`src/rtl/hit_fifo_avs_reader.sv`:
```
// Hit-word FIFO fed by a valid/ready stream and drained by the HPS through an
// Avalon-MM slave, with status and control registers, sticky error flags, and a level IRQ.
module hit_fifo_avs_reader #(
  parameter int DEPTH = 16
) (
  input  logic        clk,
  input  logic        reset,
  input  logic        hit_valid,
  input  logic [31:0] hit_data,
  output logic        hit_ready,
  input  logic [1:0]  avs_address,
  input  logic        avs_read,
  output logic [31:0] avs_readdata,
  input  logic        avs_write,
  input  logic [31:0] avs_writedata,
  output logic        irq
);

  localparam int LW = $clog2(DEPTH) + 1;
  localparam int PW = LW - 1;

  typedef enum logic [1:0] {
    REG_DATA    = 2'd0,
    REG_STATUS  = 2'd1,
    REG_CONTROL = 2'd2,
    REG_CLEAR   = 2'd3
  } reg_addr_e;

  logic [31:0]   mem [DEPTH];
  logic [PW-1:0] wr_ptr, rd_ptr;
  logic [LW-1:0] level;
  logic [10:0]   level_ext;
  logic          enable, irq_en;
  logic [10:0]   threshold;
  logic          overflow, underflow;
  logic [7:0]    drop_cnt;

  reg_addr_e     addr;
  logic          full, empty;
  logic          push, pop, drop, read_empty;
  logic          ctrl_wr, clr_wr, flush, clr_ovf, clr_udf;
  logic [31:0]   rd_mux;
  logic          unused_wdata;

  assign addr      = reg_addr_e'(avs_address);
  assign full      = (level == LW'(DEPTH));
  assign empty     = (level == '0);
  assign level_ext = 11'(level);
  assign hit_ready = enable & ~full;

  assign push       = hit_valid & hit_ready;
  assign drop       = hit_valid & enable & full;
  assign pop        = avs_read & (addr == REG_DATA) & ~empty;
  assign read_empty = avs_read & (addr == REG_DATA) & empty;

  assign ctrl_wr = avs_write & (addr == REG_CONTROL);
  assign clr_wr  = avs_write & (addr == REG_CLEAR);
  assign flush   = clr_wr & avs_writedata[0];
  assign clr_ovf = clr_wr & avs_writedata[1];
  assign clr_udf = clr_wr & avs_writedata[2];

  assign unused_wdata = ^{avs_writedata[31:27], avs_writedata[15:3]};

  always_comb begin
    rd_mux = '0;
    case (addr)
      REG_DATA:    rd_mux = empty ? '0 : mem[rd_ptr];
      REG_STATUS:  rd_mux = {drop_cnt, 4'b0, underflow, overflow, full, empty, 5'b0, level_ext};
      REG_CONTROL: rd_mux = {5'b0, threshold, 14'b0, irq_en, enable};
      default:     rd_mux = '0;
    endcase
  end

  // NOTE: storage has no reset; contents are only observable through level, which does.
  always_ff @(posedge clk) begin
    if (push && !flush) mem[wr_ptr] <= hit_data;
  end

  // NOTE: all state uses non-blocking assignments so every update sees pre-edge values.
  always_ff @(posedge clk or posedge reset) begin
    if (reset) begin
      wr_ptr       <= '0;
      rd_ptr       <= '0;
      level        <= '0;
      enable       <= 1'b0;
      irq_en       <= 1'b0;
      threshold    <= '0;
      overflow     <= 1'b0;
      underflow    <= 1'b0;
      drop_cnt     <= '0;
      avs_readdata <= '0;
      irq          <= 1'b0;
    end else begin
      if (flush) begin
        wr_ptr <= '0;
        rd_ptr <= '0;
        level  <= '0;
      end else begin
        if (push) wr_ptr <= wr_ptr + PW'(1);
        if (pop)  rd_ptr <= rd_ptr + PW'(1);
        level <= level + LW'(push) - LW'(pop);
      end

      // Flush and clear both take priority over a drop recorded in the same cycle.
      if (clr_ovf) begin
        overflow <= 1'b0;
        drop_cnt <= '0;
      end else if (drop && !flush) begin
        overflow <= 1'b1;
        if (drop_cnt != 8'hFF) drop_cnt <= drop_cnt + 8'd1;
      end

      if (clr_udf)         underflow <= 1'b0;
      else if (read_empty) underflow <= 1'b1;

      if (ctrl_wr) begin
        enable    <= avs_writedata[0];
        irq_en    <= avs_writedata[1];
        threshold <= avs_writedata[26:16];
      end

      if (avs_read) avs_readdata <= rd_mux;

      irq <= irq_en & (((threshold != '0) & (level_ext >= threshold)) | overflow);
    end
  end

endmodule

```
`config.mk`:
```
export PLATFORM = sky130hd
export DESIGN_NAME = hit_fifo_avs_reader
export DESIGN_NICKNAME = d
export VERILOG_FILES = /design/src/rtl/hit_fifo_avs_reader.sv
export SDC_FILE = /design/constraint.sdc
export NUM_CORES = 1
export LEC_CHECK = 0
export BUFFER_PORTS_ARGS = -buffer_cell sky130_fd_sc_hd__buf_4
export CORE_MARGIN = 2
export CORE_UTILIZATION = 45
export DETAILED_ROUTE_END_ITERATION = 10
export GPL_ROUTABILITY_DRIVEN = 0
export PLACE_DENSITY = 0.72
export SYNTH_ARGS = -nofsm -noshare
export SYNTH_HDL_FRONTEND = slang
export SYNTH_SLANG_ARGS = --single-unit
```
`constraint.sdc`:
```
create_clock -name clk -period 5.22 [get_ports clk]
set_input_delay 0 -clock clk [delete_from_list [all_inputs] [get_ports clk]]
set_output_delay 0 -clock clk [all_outputs]
set_load 0.005 [all_outputs]
```
# --- Word-level counts from Yosys, hierarchy flattened ---
# Memories as Yosys holds them, arrays and structs flattened.
# Index checks and enable logic that the tools add are counted.
word_totals:
  memories: 1
  output_inout_bits: 34
  ramBits: 512
  wordCells: 68
  register_bits: 69
op_classes:
  muxes: 16
  n_addsub: 5
  n_bitwise: 17
  n_reduce_logical: 12
  order_cmp: 1
  n_eq_ne: 5
mem_list:
  columns: ["name", "depth", "word_bits", "rd", "rd_clocked_by_memory_dff", "write_ports", "line", "source"]
  rows:
  - ["mem", 16, 32, 1, 0, 1, "29", "logic [31:0] mem [DEPTH];"]
op_table:
  columns: ["operator", "count"]
  rows:
  - ["one-hot mux 32 bit (3 select lines)", 1]
  - ["2-to-1 mux 32 bit", 1]
  - ["2-to-1 mux 8 bit", 3]
  - ["2-to-1 mux 4 bit", 4]
  - ["bitwise AND 1 bit", 14]
  - [">= comparator 5 x 11 -> 1 bit", 1]
  - ["nonzero test 11 bit", 1]
  - ["nonzero test 2 bit", 5]
  - ["adder 4 x 1 -> 4 bit (second input constant)", 2]
  - ["adder 8 x 1 -> 8 bit (second input constant)", 1]
  - ["inequality test 8 bit (second input constant)", 1]
  - ["2-to-1 mux 1 bit", 6]
  - ["adder 5 x 1 -> 5 bit", 1]
  - ["== test 5 bit (second input constant)", 1]
  - ["zero test 5 bit", 1]
  - ["2-to-1 mux 5 bit", 1]
  - ["subtractor 5 x 1 -> 5 bit", 1]
  - ["== test 2 bit (second input constant)", 2]
  - ["== test 2 x 1 -> 1 bit (second input constant)", 1]
  - ["logical AND 1 bit", 2]
  - ["zero test 2 bit", 1]
  - ["inverter 1 bit", 2]
  - ["AND reduction 2 bit", 1]
  - ["zero test 1 bit", 1]
  - ["bitwise OR 1 bit", 1]

# --- Logic depth before layout (Yosys ltp) ---
logic_depth:
  depth_word: 7
  ltp_mapped: 15
  mapped_depth_nobuf: 15

# --- Worst setup path before layout ---
# No wires, ideal clock.
synth_path:
  path_kind: "reg2reg"
  start: "register level[2]"
  end: "memory mem[0][0], enable pin"
  setup_ns: 0.461
  path_stages_with_launch: 9
  setup_slack_ns: 1.028
  t_required_ns: 4.759
  path_buffers: 0
  synth_period_minus_slack_ns: 4.192
  arrival_ns: 3.731
  path_cell_list: "dfrtp_1 inv_1 ha_1 and4bb_2 nor2_1 inv_1 nor2_1 nand2_1 nor3_1"
synth_via:
  elab_chain_cells: 7
synth_rtl:
  columns: ["item", "line", "source"]
  rows:
  - ["start, declared", "31", "logic [LW-1:0] level;"]
  - ["start signal, assigned", "101", "level <= level + LW'(push) - LW'(pop);"]
  - ["== test 5 bit", "46", "assign full = (level == LW'(DEPTH));"]
  - ["inverter 1 bit", "49", "assign hit_ready = enable & ~full;"]
  - ["bitwise AND 1 bit", "49", null]
  - ["bitwise AND 1 bit", "51", "assign push = hit_valid & hit_ready;"]
  - ["logical AND 1 bit", "76", "if (push && !flush) mem[wr_ptr] <= hit_data;"]
  - ["2-to-1 mux 1 bit", "76", null]
  - ["2-to-1 mux 1 bit (implied by the code)", "76", null]
  - ["end, declared", "29", null]
# Every way passes these cells.

# --- Final worst setup path ---
layout_path:
  start: "register level[2]"
  end: "memory mem[1][14], enable pin"
# Same word-level chain as after synthesis.

==> run_results.csv <==
group,metric,value,unit
status,status,"completed",
setup_path,setup.worst_path.start_class,"flop",
setup_path,slowest_delay,0.60,ns
placement,portBuffers,86,
detailed_routing,routedWlPerCell,24.69,um
floorplanning,start_util,0.4536,
setup_path,critPathArrivalTime,3.74,ns
setup_path,slowest_stage,"buf_4",
grt,use_met3,0.04129,
grt,antenna_found_initial,4,
setup_path,worst-path-buf-inv,3,
grt,grt_util_met1,0.2646,
synth,synthFlopType,"edfxtp_1",
pwr,p_leak,8.862,nW
synth,ys_ff_latch,581,
flow_run,drv_cap,0,
timing,rsz0062_at_grt,"no",
grt,grt_pass1_vias,11880,
pwr,finalPower,12.00,mW
setup_path,crit_type,"flop to flop",
cts,cts-root-buf,"clkbuf_16",
cts,cts_sinks,581,
timing,skew,0.02898,ns
detailed_routing,ant_nets,0,
timing,setup_slack,1.700,ns
layout,drive_above_1_share,0.2788,
setup_path,cp.required,5.44,ns
timing,finalSetupTns,0,ns
floorplanning,core_region_area,49970,um^2
synth,synth_edf_count,512,
layout,layout.cells.non_filler,2021,
floorplanning,die_h,228.4,um
layout,area_growth_syn_to_layout,17.37,%
timing,setup_violations,0,
grt,busiest_layer,"met2",
min_path,min_path_type,"input port to async pin",
floorplanning,num_io_pins,105,
grt,grt_max_degree,60,
setup_path,path_delay_family,"simple AND/OR/NAND/NOR gates",
pwr,powerDensity,451.3,nW/um^2
cts,htreeDepth,2,
layout,n_fill_cell,3813,
timing,finalCritPeriodShare,0.6744,
setup_path,timing.rr.end,"mem[1][14]",
timing,hold_viol,0,
placement,dp_slack,1.758,ns
grt,grt_remaining_overflow,0,
synth,yosysSeqAreaShare,0.7546,
setup_path,cp_max_fo,27,
grt,grt_pass1_wl,75.29,mm
detailed_routing,viasPerCell,5.669,
detailed_routing,first_pass_iters,5,
grt,grt_usage,0.1939,
cts,cts.repair.resized,0,
floorplanning,die_w,228.4,um
cts,cts_tree,"done",
timing,tightest_slew,1.105,ns
cts,clock_latency,0.61,ns
cts,cts_buffers,57,
floorplanning,dieArea,52180,um^2
floorplanning,rows,82,
setup_path,ff2ff_path_depth,9,
synth,syn_area_per_cell,20.04,um^2
detailed_routing,drt_iter0_drc,1451,
setup_path,reg2reg_from,"level[2]",
pwr,irDropWorstVdd,0.0003032,V
grt,grtUsageMet2,0.3195,
layout,num-nets-final,1385,
detailed_routing,drt-total-wl,49.91,mm
detailed_routing,num_vias,11460,
timing,max_freq,284.1,MHz
cts,cts_buffer_depth,3,
detailed_routing,drcViolationCount,0,
placement,place_area,24220,um^2
synth,synth_nets,1220,
synth,yosys_warnings,0,
synth,synthCells,1131,
placement,dpl.hpwl,28.27,mm
timing,drv_slew,0,
layout,final_area,26600,um^2
placement,dpl.cell_count,1857,
setup_path,path_cells,"inv_1 -> ha_1 -> and4bb_2 -> nor2_1 -> inv_1 -> nor2_1 -> nand2_1 -> nor3_2 -> buf_4",
cts,cts.clk_slew.worst_paths,0.06,ns
timing,slew_headroom,0.2632,
setup_path,rrSetupSlack,1.70,ns
synth,syn_area,22660,um^2
synth,async_reset_ff_frac,0.1188,
synth,synthDistinctLibCells,48,
setup_path,cp-end-kind,"flop",
timing,period_needed,3.520,ns
layout make-up:
type | instances | area (um^2) | area share
antenna | 4 | 10.01 | 0.0003763
inverter | 18 | 68.82 | 0.002587
clock buffer | 79 | 1580 | 0.05941
timing repair buffer | 164 | 1374 | 0.05165
multi-input combinational | 474 | 5345 | 0.2009
tap | 672 | 840.8 | 0.03161
sequential | 581 | 17110 | 0.6434
clock inverter | 29 | 267.8 | 0.01007
worst max-delay path by stage:
stage / from / end / slack, ns / cells after the start
after floorplan: level[2] / mem[0][0] / 1.03 / 8
after global placement: level[2] / mem[1][15] / 1.85 / 9
after detailed placement: level[2] / mem[15][17] / 1.76 / 9
after CTS: level[2] / mem[1][15] / 1.71 / 9
after global routing: level[3] / mem[1][12] / 1.47 / 9
final: level[2] / mem[1][14] / 1.70 / 9
cell families (layout without fill, tap and decap cells):
| logic type | Yosys count | after routing | synth area share |
|---|---|---|---|
| compound gates | 113 | 113 | 0.03147 |
| xor+xnor | 13 | 13 | 0.005024 |
| fa+ha+maj | 18 | 18 | 0.01027 |
| buf+inv | 76 | 290 | 0.01491 |
| simple gates | 152 | 152 | 0.03252 |
| other cells | 0 | 4 | 0 |
| mux | 178 | 178 | 0.1513 |
| flops | 581 | 581 | 0.7546 |
cell usage in the layout (no fill, tap or decap), types with 18 or more instances in the layout:
cell type / count
mux2_2: 26
a22oi_1: 22
a21oi_1: 42
edfxtp_1: 512
mux2i_1: 23
o21ai_0: 18
clkbuf_16: 58
mux4_2: 129
dlygate4sd3_1: 52
nor2_1: 40
dfrtp_1: 65
nand2_1: 45
buf_4: 111
worst register-to-register path, cell delays in order, from the launching register on:
cell,delay (ns)
dfrtp_1,0.40
inv_1,0.09
ha_1,0.24
and4bb_2,0.25
nor2_1,0.32
inv_1,0.14
nor2_1,0.22
nand2_1,0.26
nor3_2,0.58
buf_4,0.60
sequential cells by signal (all words and copies together) (netlist names):
register / flops
avs_readdata: 32
drop_cnt: 8
enable: 1
irq: 1
irq_en: 1
level: 5
mem: 512
overflow: 1
rd_ptr: 4
threshold: 11
underflow: 1
wr_ptr: 4
cells in the mapped netlist (2+ instances only):
library cell / count / area share
mux2i_1: 23 / 0.010
nor3_1: 5 / 0.0011
edfxtp_1: 512 / 0.68
nor2_1: 52 / 0.0086
o221ai_1: 4 / 0.0015
o211ai_1: 2 / 0.00066
nor4_1: 2 / 0.00055
nand4_1: 2 / 0.00055
a22oi_1: 22 / 0.0073
buf_4: 2 / 0.00066
or4_1: 2 / 0.00066
and3_1: 5 / 0.0014
mux4_2: 129 / 0.13
o31ai_1: 2 / 0.00066
ha_1: 17 / 0.0094
o21ai_0: 18 / 0.0040
nand3_1: 5 / 0.0011
or3_1: 3 / 0.00083
xnor2_1: 4 / 0.0015
a21oi_1: 42 / 0.0093
inv_1: 17 / 0.0028
nand2_1: 45 / 0.0075
buf_6: 2 / 0.00099
nand2b_1: 4 / 0.0011
a21o_1: 3 / 0.00099
dfrtp_1: 69 / 0.076
nor2b_1: 14 / 0.0039
nor3b_1: 2 / 0.00066
clkbuf_1: 25 / 0.0041
and2_1: 2 / 0.00055
mux2_2: 26 / 0.013
buf_1: 5 / 0.00083
a211o_1: 2 / 0.00077
a221oi_1: 14 / 0.0054
o21ai_1: 4 / 0.00088
buf_2: 24 / 0.0053
xor2_1: 9 / 0.0035
timing repair:
| action | in CTS | in global routing |
|---|---|---|
| endpoints found under the hold margin | 577 | 0 |
| buffers inserted | 0 | 0 |
| hold buffers | 52 | 0 |
per-stage QoR:
stage / hold slack, ns / utilization
CTS: 0.03558 / 0.5322
detailed placement: 0.1350 / 0.4848
global route: 0.06826 / 0.5322
floorplan: 0.08572 / -
finish: 0.04643 / 0.5324
global placement: 0.1254 / 0.4848
power by group:
| group | switching (mW) | internal [mW] | leakage, nW |
|---|---|---|---|
| clock | 1.70 | 2.32 | 0.896 |
| sequential | 0.411 | 5.37 | 5.48 |
| combinational | 0.994 | 1.21 | 2.49 |
| total | 3.11 | 8.89 | 8.86 |
per-layer routing:
layer / vias up / routed length, um
met4: 4 / 924
met5: - / 27
met1: 5995 / 20610
li1: 4939 / -
met2: 447 / 24520
met3: 73 / 3828
Note: power is estimated with default switching activity, not from simulation.
